`src/rtl/word_sequencer_if.sv`:
```
// +------------------------------------------------------------------+
// | word_sequencer_if : sequencer <-> word bank / datapath bundle    |
// | Rev 1.0 - initial release                                        |
// +------------------------------------------------------------------+
`default_nettype none

interface word_sequencer_if;
    logic        start;
    logic [3:0]  addr;
    logic [79:0] word;
    logic [3:0]  opr;
    logic [31:0] const_re;
    logic [31:0] const_im;
    logic        enrega;
    logic        enregb;
    logic        cnsta;
    logic        cnstb;
    logic        start_op;
    logic        wr_en;
    logic [1:0]  wr_addr;
    logic        busy;
    logic        done;
`ifdef WORD_SEQUENCER_STEP_EN
    logic        step;
`endif

    modport master (
`ifdef WORD_SEQUENCER_STEP_EN
        input  step,
`endif
        input  start, word,
        output addr, opr, const_re, const_im, enrega, enregb, cnsta, cnstb,
               start_op, wr_en, wr_addr, busy, done
    );

    modport slave (
`ifdef WORD_SEQUENCER_STEP_EN
        output step,
`endif
        output start, word,
        input  addr, opr, const_re, const_im, enrega, enregb, cnsta, cnstb,
               start_op, wr_en, wr_addr, busy, done
    );
endinterface

`default_nettype wire

```
`src/rtl/word_sequencer.sv`:
```
// +------------------------------------------------------------------+
// | word_sequencer : fetches, decodes and times instruction words    |
// | FIRST..LAST; optional single-step via WORD_SEQUENCER_STEP_EN.    |
// | Rev 1.0 - initial release                                        |
// +------------------------------------------------------------------+
`default_nettype none

module word_sequencer #(
    parameter int FIRST = 0,
    parameter int LAST  = 15
) (
    input  wire               clock,
    input  wire               reset,
    word_sequencer_if.master  bus
);

    localparam logic [2:0] c_ST_IDLE  = 3'd0;
    localparam logic [2:0] c_ST_FETCH = 3'd1;
    localparam logic [2:0] c_ST_ISSUE = 3'd2;
    localparam logic [2:0] c_ST_WAIT  = 3'd3;
    localparam logic [2:0] c_ST_WRITE = 3'd4;
    localparam logic [2:0] c_ST_DONE  = 3'd5;
`ifdef WORD_SEQUENCER_STEP_EN
    localparam logic [2:0] c_ST_PAUSE = 3'd6;
`endif

    localparam logic [3:0] c_FIRST = 4'(FIRST);
    localparam logic [3:0] c_LAST  = 4'(LAST);

    logic [2:0]  r_state;
    logic [3:0]  r_addr;
    logic [79:0] r_word;
    logic [5:0]  r_cnt;
    logic        r_start_op;
    logic        r_wr_en;
    logic        r_busy;
    logic        r_done;
    logic [5:0]  w_load;

    // A zero budget still spends one cycle in WAIT, same as a budget of one.
    assign w_load = (r_word[11:6] == 6'd0) ? 6'd1 : r_word[11:6];

    always_ff @(posedge clock or negedge reset) begin
        if (!reset) begin
            r_state    <= c_ST_IDLE;
            r_addr     <= c_FIRST;
            r_word     <= 80'd0;
            r_cnt      <= 6'd0;
            r_start_op <= 1'b0;
            r_wr_en    <= 1'b0;
            r_busy     <= 1'b0;
            r_done     <= 1'b0;
        end else begin
            r_start_op <= 1'b0;
            r_wr_en    <= 1'b0;
            r_done     <= 1'b0;
            case (r_state)
                c_ST_IDLE: begin
                    if (bus.start) begin
                        r_busy  <= 1'b1;
                        r_state <= c_ST_FETCH;
                    end
                end
                c_ST_FETCH: begin
                    r_word     <= bus.word;
                    r_start_op <= 1'b1;
                    r_state    <= c_ST_ISSUE;
                end
                c_ST_ISSUE: begin
                    r_cnt   <= w_load;
                    r_state <= c_ST_WAIT;
                end
                c_ST_WAIT: begin
                    r_cnt <= r_cnt - 6'd1;
                    if (r_cnt == 6'd1) begin
                        r_wr_en <= 1'b1;
                        r_state <= c_ST_WRITE;
                    end
                end
                c_ST_WRITE: begin
                    if (r_addr == c_LAST) begin
                        r_done  <= 1'b1;
                        r_state <= c_ST_DONE;
                    end else begin
                        r_addr  <= r_addr + 4'd1;
`ifdef WORD_SEQUENCER_STEP_EN
                        r_state <= c_ST_PAUSE;
`else
                        r_state <= c_ST_FETCH;
`endif
                    end
                end
                c_ST_DONE: begin
                    r_addr  <= c_FIRST;
                    r_busy  <= 1'b0;
                    r_state <= c_ST_IDLE;
                end
`ifdef WORD_SEQUENCER_STEP_EN
                c_ST_PAUSE: begin
                    if (bus.step) r_state <= c_ST_FETCH;
                end
`endif
                default: r_state <= c_ST_IDLE;
            endcase
        end
    end

    // Decoded controls come straight from the latch so they hold between words.
    assign bus.addr     = r_addr;
    assign bus.const_re = r_word[79:48];
    assign bus.const_im = r_word[47:16];
    assign bus.opr      = r_word[15:12];
    assign bus.wr_addr  = r_word[5:4];
    assign bus.enrega   = r_word[3];
    assign bus.enregb   = r_word[2];
    assign bus.cnsta    = r_word[1];
    assign bus.cnstb    = r_word[0];
    assign bus.start_op = r_start_op;
    assign bus.wr_en    = r_wr_en;
    assign bus.busy     = r_busy;
    assign bus.done     = r_done;

endmodule

`default_nettype wire
```
`src/flat_wrapper.sv`:
```
// flat-port wrapper written by rule: the top's interface ports become plain ports
module word_sequencer_flat 
#(
    parameter int FIRST = 0,
    parameter int LAST  = 15
)
  (clock, reset, bus_start, bus_word, bus_addr, bus_opr, bus_const_re, bus_const_im, bus_enrega, bus_enregb, bus_cnsta, bus_cnstb, bus_start_op, bus_wr_en, bus_wr_addr, bus_busy, bus_done);
  word_sequencer_if bus_i ();
  input  wire clock;
  input  wire reset;
  input wire logic [$bits(bus_i.start)-1:0] bus_start;
  input wire logic [$bits(bus_i.word)-1:0] bus_word;
  output wire logic [$bits(bus_i.addr)-1:0] bus_addr;
  output wire logic [$bits(bus_i.opr)-1:0] bus_opr;
  output wire logic [$bits(bus_i.const_re)-1:0] bus_const_re;
  output wire logic [$bits(bus_i.const_im)-1:0] bus_const_im;
  output wire logic [$bits(bus_i.enrega)-1:0] bus_enrega;
  output wire logic [$bits(bus_i.enregb)-1:0] bus_enregb;
  output wire logic [$bits(bus_i.cnsta)-1:0] bus_cnsta;
  output wire logic [$bits(bus_i.cnstb)-1:0] bus_cnstb;
  output wire logic [$bits(bus_i.start_op)-1:0] bus_start_op;
  output wire logic [$bits(bus_i.wr_en)-1:0] bus_wr_en;
  output wire logic [$bits(bus_i.wr_addr)-1:0] bus_wr_addr;
  output wire logic [$bits(bus_i.busy)-1:0] bus_busy;
  output wire logic [$bits(bus_i.done)-1:0] bus_done;
  assign bus_i.start = bus_start;
  assign bus_i.word = bus_word;
  assign bus_addr = bus_i.addr;
  assign bus_opr = bus_i.opr;
  assign bus_const_re = bus_i.const_re;
  assign bus_const_im = bus_i.const_im;
  assign bus_enrega = bus_i.enrega;
  assign bus_enregb = bus_i.enregb;
  assign bus_cnsta = bus_i.cnsta;
  assign bus_cnstb = bus_i.cnstb;
  assign bus_start_op = bus_i.start_op;
  assign bus_wr_en = bus_i.wr_en;
  assign bus_wr_addr = bus_i.wr_addr;
  assign bus_busy = bus_i.busy;
  assign bus_done = bus_i.done;
  word_sequencer #(.FIRST(FIRST), .LAST(LAST)) u_core (.clock(clock), .reset(reset), .bus(bus_i));
endmodule
```
`config.mk`:
```
export PLATFORM = sky130hd
export DESIGN_NAME = word_sequencer_flat
export DESIGN_NICKNAME = d
export VERILOG_FILES = /design/src/rtl/word_sequencer_if.sv /design/src/rtl/word_sequencer.sv /design/src/flat_wrapper.sv
export SDC_FILE = /design/constraint.sdc
export NUM_CORES = 1
export LEC_CHECK = 0
export CAP_MARGIN = 20
export CORE_MARGIN = 3
export CORE_UTILIZATION = 30
export DETAILED_ROUTE_END_ITERATION = 6
export GPL_TIMING_DRIVEN = 0
export SLEW_MARGIN = 20
export SYNTH_ARGS = -nofsm -noshare
export SYNTH_HDL_FRONTEND = slang
export SYNTH_SLANG_ARGS = --single-unit
```
`constraint.sdc`:
```
create_clock -name clock -period 1.68 [get_ports clock]
set_input_delay 0.168 -clock clock [delete_from_list [all_inputs] [get_ports clock]]
set_output_delay 0.168 -clock clock [all_outputs]
set_load 0.05 [all_outputs]
```
==> out/metrics.cfg <==
[sta]
max_freq_mhz = 659
drv_slew = 0
period_minus_slack_ns = 1.52
worst_pin_slew_ns = 0.529
worst_hold_slack_ns = 0.324
fin_crit_sh_pct = 90.3
tns_ns = 0
layout_setup_ws_ns = 0.163
rsz0062_at_grt = no
fin_skew_ns = 0.00810
setup_viol = 0
slew_headroom_pct = 64.9
hold_viol = 0

[floorplan]
initial_core_util_pct = 31.2
core_area_um2 = 15400
num_rows = 45
io_pins = 165
dieArea_um2 = 17600
dieHeight_um = 133
dieWidth_um = 133

[layout]
final_common_cell = dfrtp_1
final_cell_mix = 97 x dfrtp_1, 81 x clkdlybuf4s50_1, 80 x dlygate4sd2_1
drive_above_1_share_pct = 35.4
nNetsFinal = 595
areaGrowthSynthToFinish_pct = 45.6
antenna_cells = 0
design_area_um2 = 7000

[synth]
yosys.area_share.simple_pct = 4.06
yosys.area.top_type = dfrtp_1
ys_ff_latch = 97
synth-xor-area-share_pct = 0
ys_seq_area_share_pct = 50.5
synth-compound-area-share_pct = 3.62
synthMuxAreaShare_pct = 25.5
postSynthAreaPerCell_um2 = 14.5
netlist_instances = 332
synthAdderAreaFrac_pct = 0.780
yosysWarnings = 0
syn_area_um2 = 4810
synth_top_area_share_pct = 50.5
syn_nets = 418
synth_area_leaders = dfrtp_1 50%, mux2_4 25%, buf_4 11%, buf_12 3.7%, a21oi_1 0.83%
synth_top_family_by_area = multiplexers
ys_types = 36

[status]
outcome = finished clean

[pwr]
p_per_area_nw_per_um2 = 2150
leakagePower_nw = 3.28
ir_worst_vdd_v = 0.000770

[global_routing]
antenna_found_initial = 0
grt_max_degree = 54
grt-ovfl-total = 0
grt_pass1_wl_um = 17200
first_global_vias = 3105
grt_usage_pct = 12.1

[setup_path]
crit_path_max_incr_delay_ns = 0.56
crit_type = reg2out
cp.depth = 1
cp-end-kind = primary output
crit_chain = dlygate4sd2_1
crit_buf_inv = 1
critical-path-slowest-cell = dlygate4sd2_1
crit_required_ns = 1.51
cp_max_fo = 7
cp.arrival_ns = 1.35
worst-r2r-cell-count = 5
path_delay_family = buffers and inverters
start_kind = flip-flop

[drt]
drt-initial-drc-count = 92
avgViaCountPerCell = 4.11
dr.pass1.iters = 4
met1_length_um = 4870
wl_per_cell_um = 14.3
drt-total-wl_um = 10300
maxUsedRoutingLayer = met4
drc = 0
met3WireLength_um = 507
ant_nets = 0
wl_met2_um = 4890
vias = 2980

[clock_network]
cts_setup_buffers = 0
cts_buffers = 9
cts_buffer_depth = 2
clkLatencyLatePin_ns = 0.34
h-tree-depth = 3
cts_tree = yes
cts-root-buf = clkbuf_16
cts.sinks = 97
cts.clk_slew.worst_paths_ns = 0.07

[run]
drv_cap = 0

[placement]
dp_slack_ns = 0.219
gp_congestion = 0.728
dp_hpwl_um = 7640
dpl_cell_area_um2 = 6740
io_buffers = 164

[worst_hold_path]
worstHoldPathType = in2async

cells by family after synthesis:
logic type,Yosys count
AO/OA/AOI/OAI,28
adder cells (fa/ha/maj),3
buffers and inverters,87
flip-flops,97
multiplexers,83
AND/OR/NAND/NOR,34
sequential cells by signal (all words and copies together) (netlist names):
| signal | count |
|---|---|
| u_core.r_state | 3 |
| u_core.r_word | 80 |
| u_core.bus.addr | 4 |
| u_core.bus.done | 1 |
| u_core.bus.wr_en | 1 |
| u_core.r_cnt | 6 |
| u_core.bus.busy | 1 |
| u_core.bus.start_op | 1 |
worst paths after layout:
path                                     from                end  slack [ns]
hold reg to reg             u_core.r_word[31]  u_core.r_word[31]        0.51
min in group clock               bus_word[36]  u_core.r_word[36]        0.43
setup / recovery           u_core.bus.addr[2]        bus_addr[2]        0.16
max in group asynchronous               reset  u_core.r_word[11]        0.74
setup reg to reg            u_core.r_state[1]  u_core.r_word[16]        0.22
hold / removal                          reset  u_core.r_word[37]        0.32
stage by stage:
stage                     total power, mW  std cells  util, %
after detailed placement             13.5        708     43.7
after CTS                            15.3        725     45.4
final                                15.1        725     45.4
after global routing                 15.8        725     45.4
after global placement               13.4        707     43.5
after floorplan                      11.0        332        -
area by class of cell:
type	instances	area (um^2)
timing repair buffer	166	1590
clock buffer	10	229
fill	1431	8430
clock inverter	6	114
tap	211	264
inverter	3	11.3
sequential	97	2430
buffer	84	737
multi-input combinational	148	1630
layer usage:
layer  vias up  track usage (%)
met5         -                0
met4         0             2.77
met3         5             3.95
met2        94             18.8
met1      1454             16.6
li1       1427                -
Yosys cell counts:
cell type   n
a21o_1      1
o21bai_1    1
nor3b_1     1
mux2i_1     3
ha_1        3
inv_1       3
nand2b_1    2
nor3_1      5
mux2_2      1
a41o_1      1
and3_1      1
nand2_1     6
buf_4      70
mux2_4     79
and2_4      1
a32o_1      1
and2b_1     1
or3b_1      1
nor2b_1     3
a41oi_1     1
nand3b_1    2
nor2_1      5
dfrtp_1    97
and2_1      2
a211oi_1    2
nand3_1     1
o22ai_1     5
o21ai_0     6
buf_6       1
buf_2       4
a21boi_0    1
and4_1      2
a31oi_1     1
buf_12      9
nand4b_1    1
a21oi_1     8
where the power goes:
part           total, mW  switching, mW  leakage, nW  internal (mW)
logic               8.59           4.73         1.98           3.86
clock network       2.37          0.906        0.159           1.46
registers           4.10          0.665         1.14           3.44
total               15.1           6.30         3.28           8.76
repair_timing:
item                                    CTS  global route
hold buffers                              1             0
endpoints found under the setup margin   80             2
gates resized for setup                  80             2
hold endpoints to repair                 44             0
No activity file was read; power rests on OpenSTA's default activity.
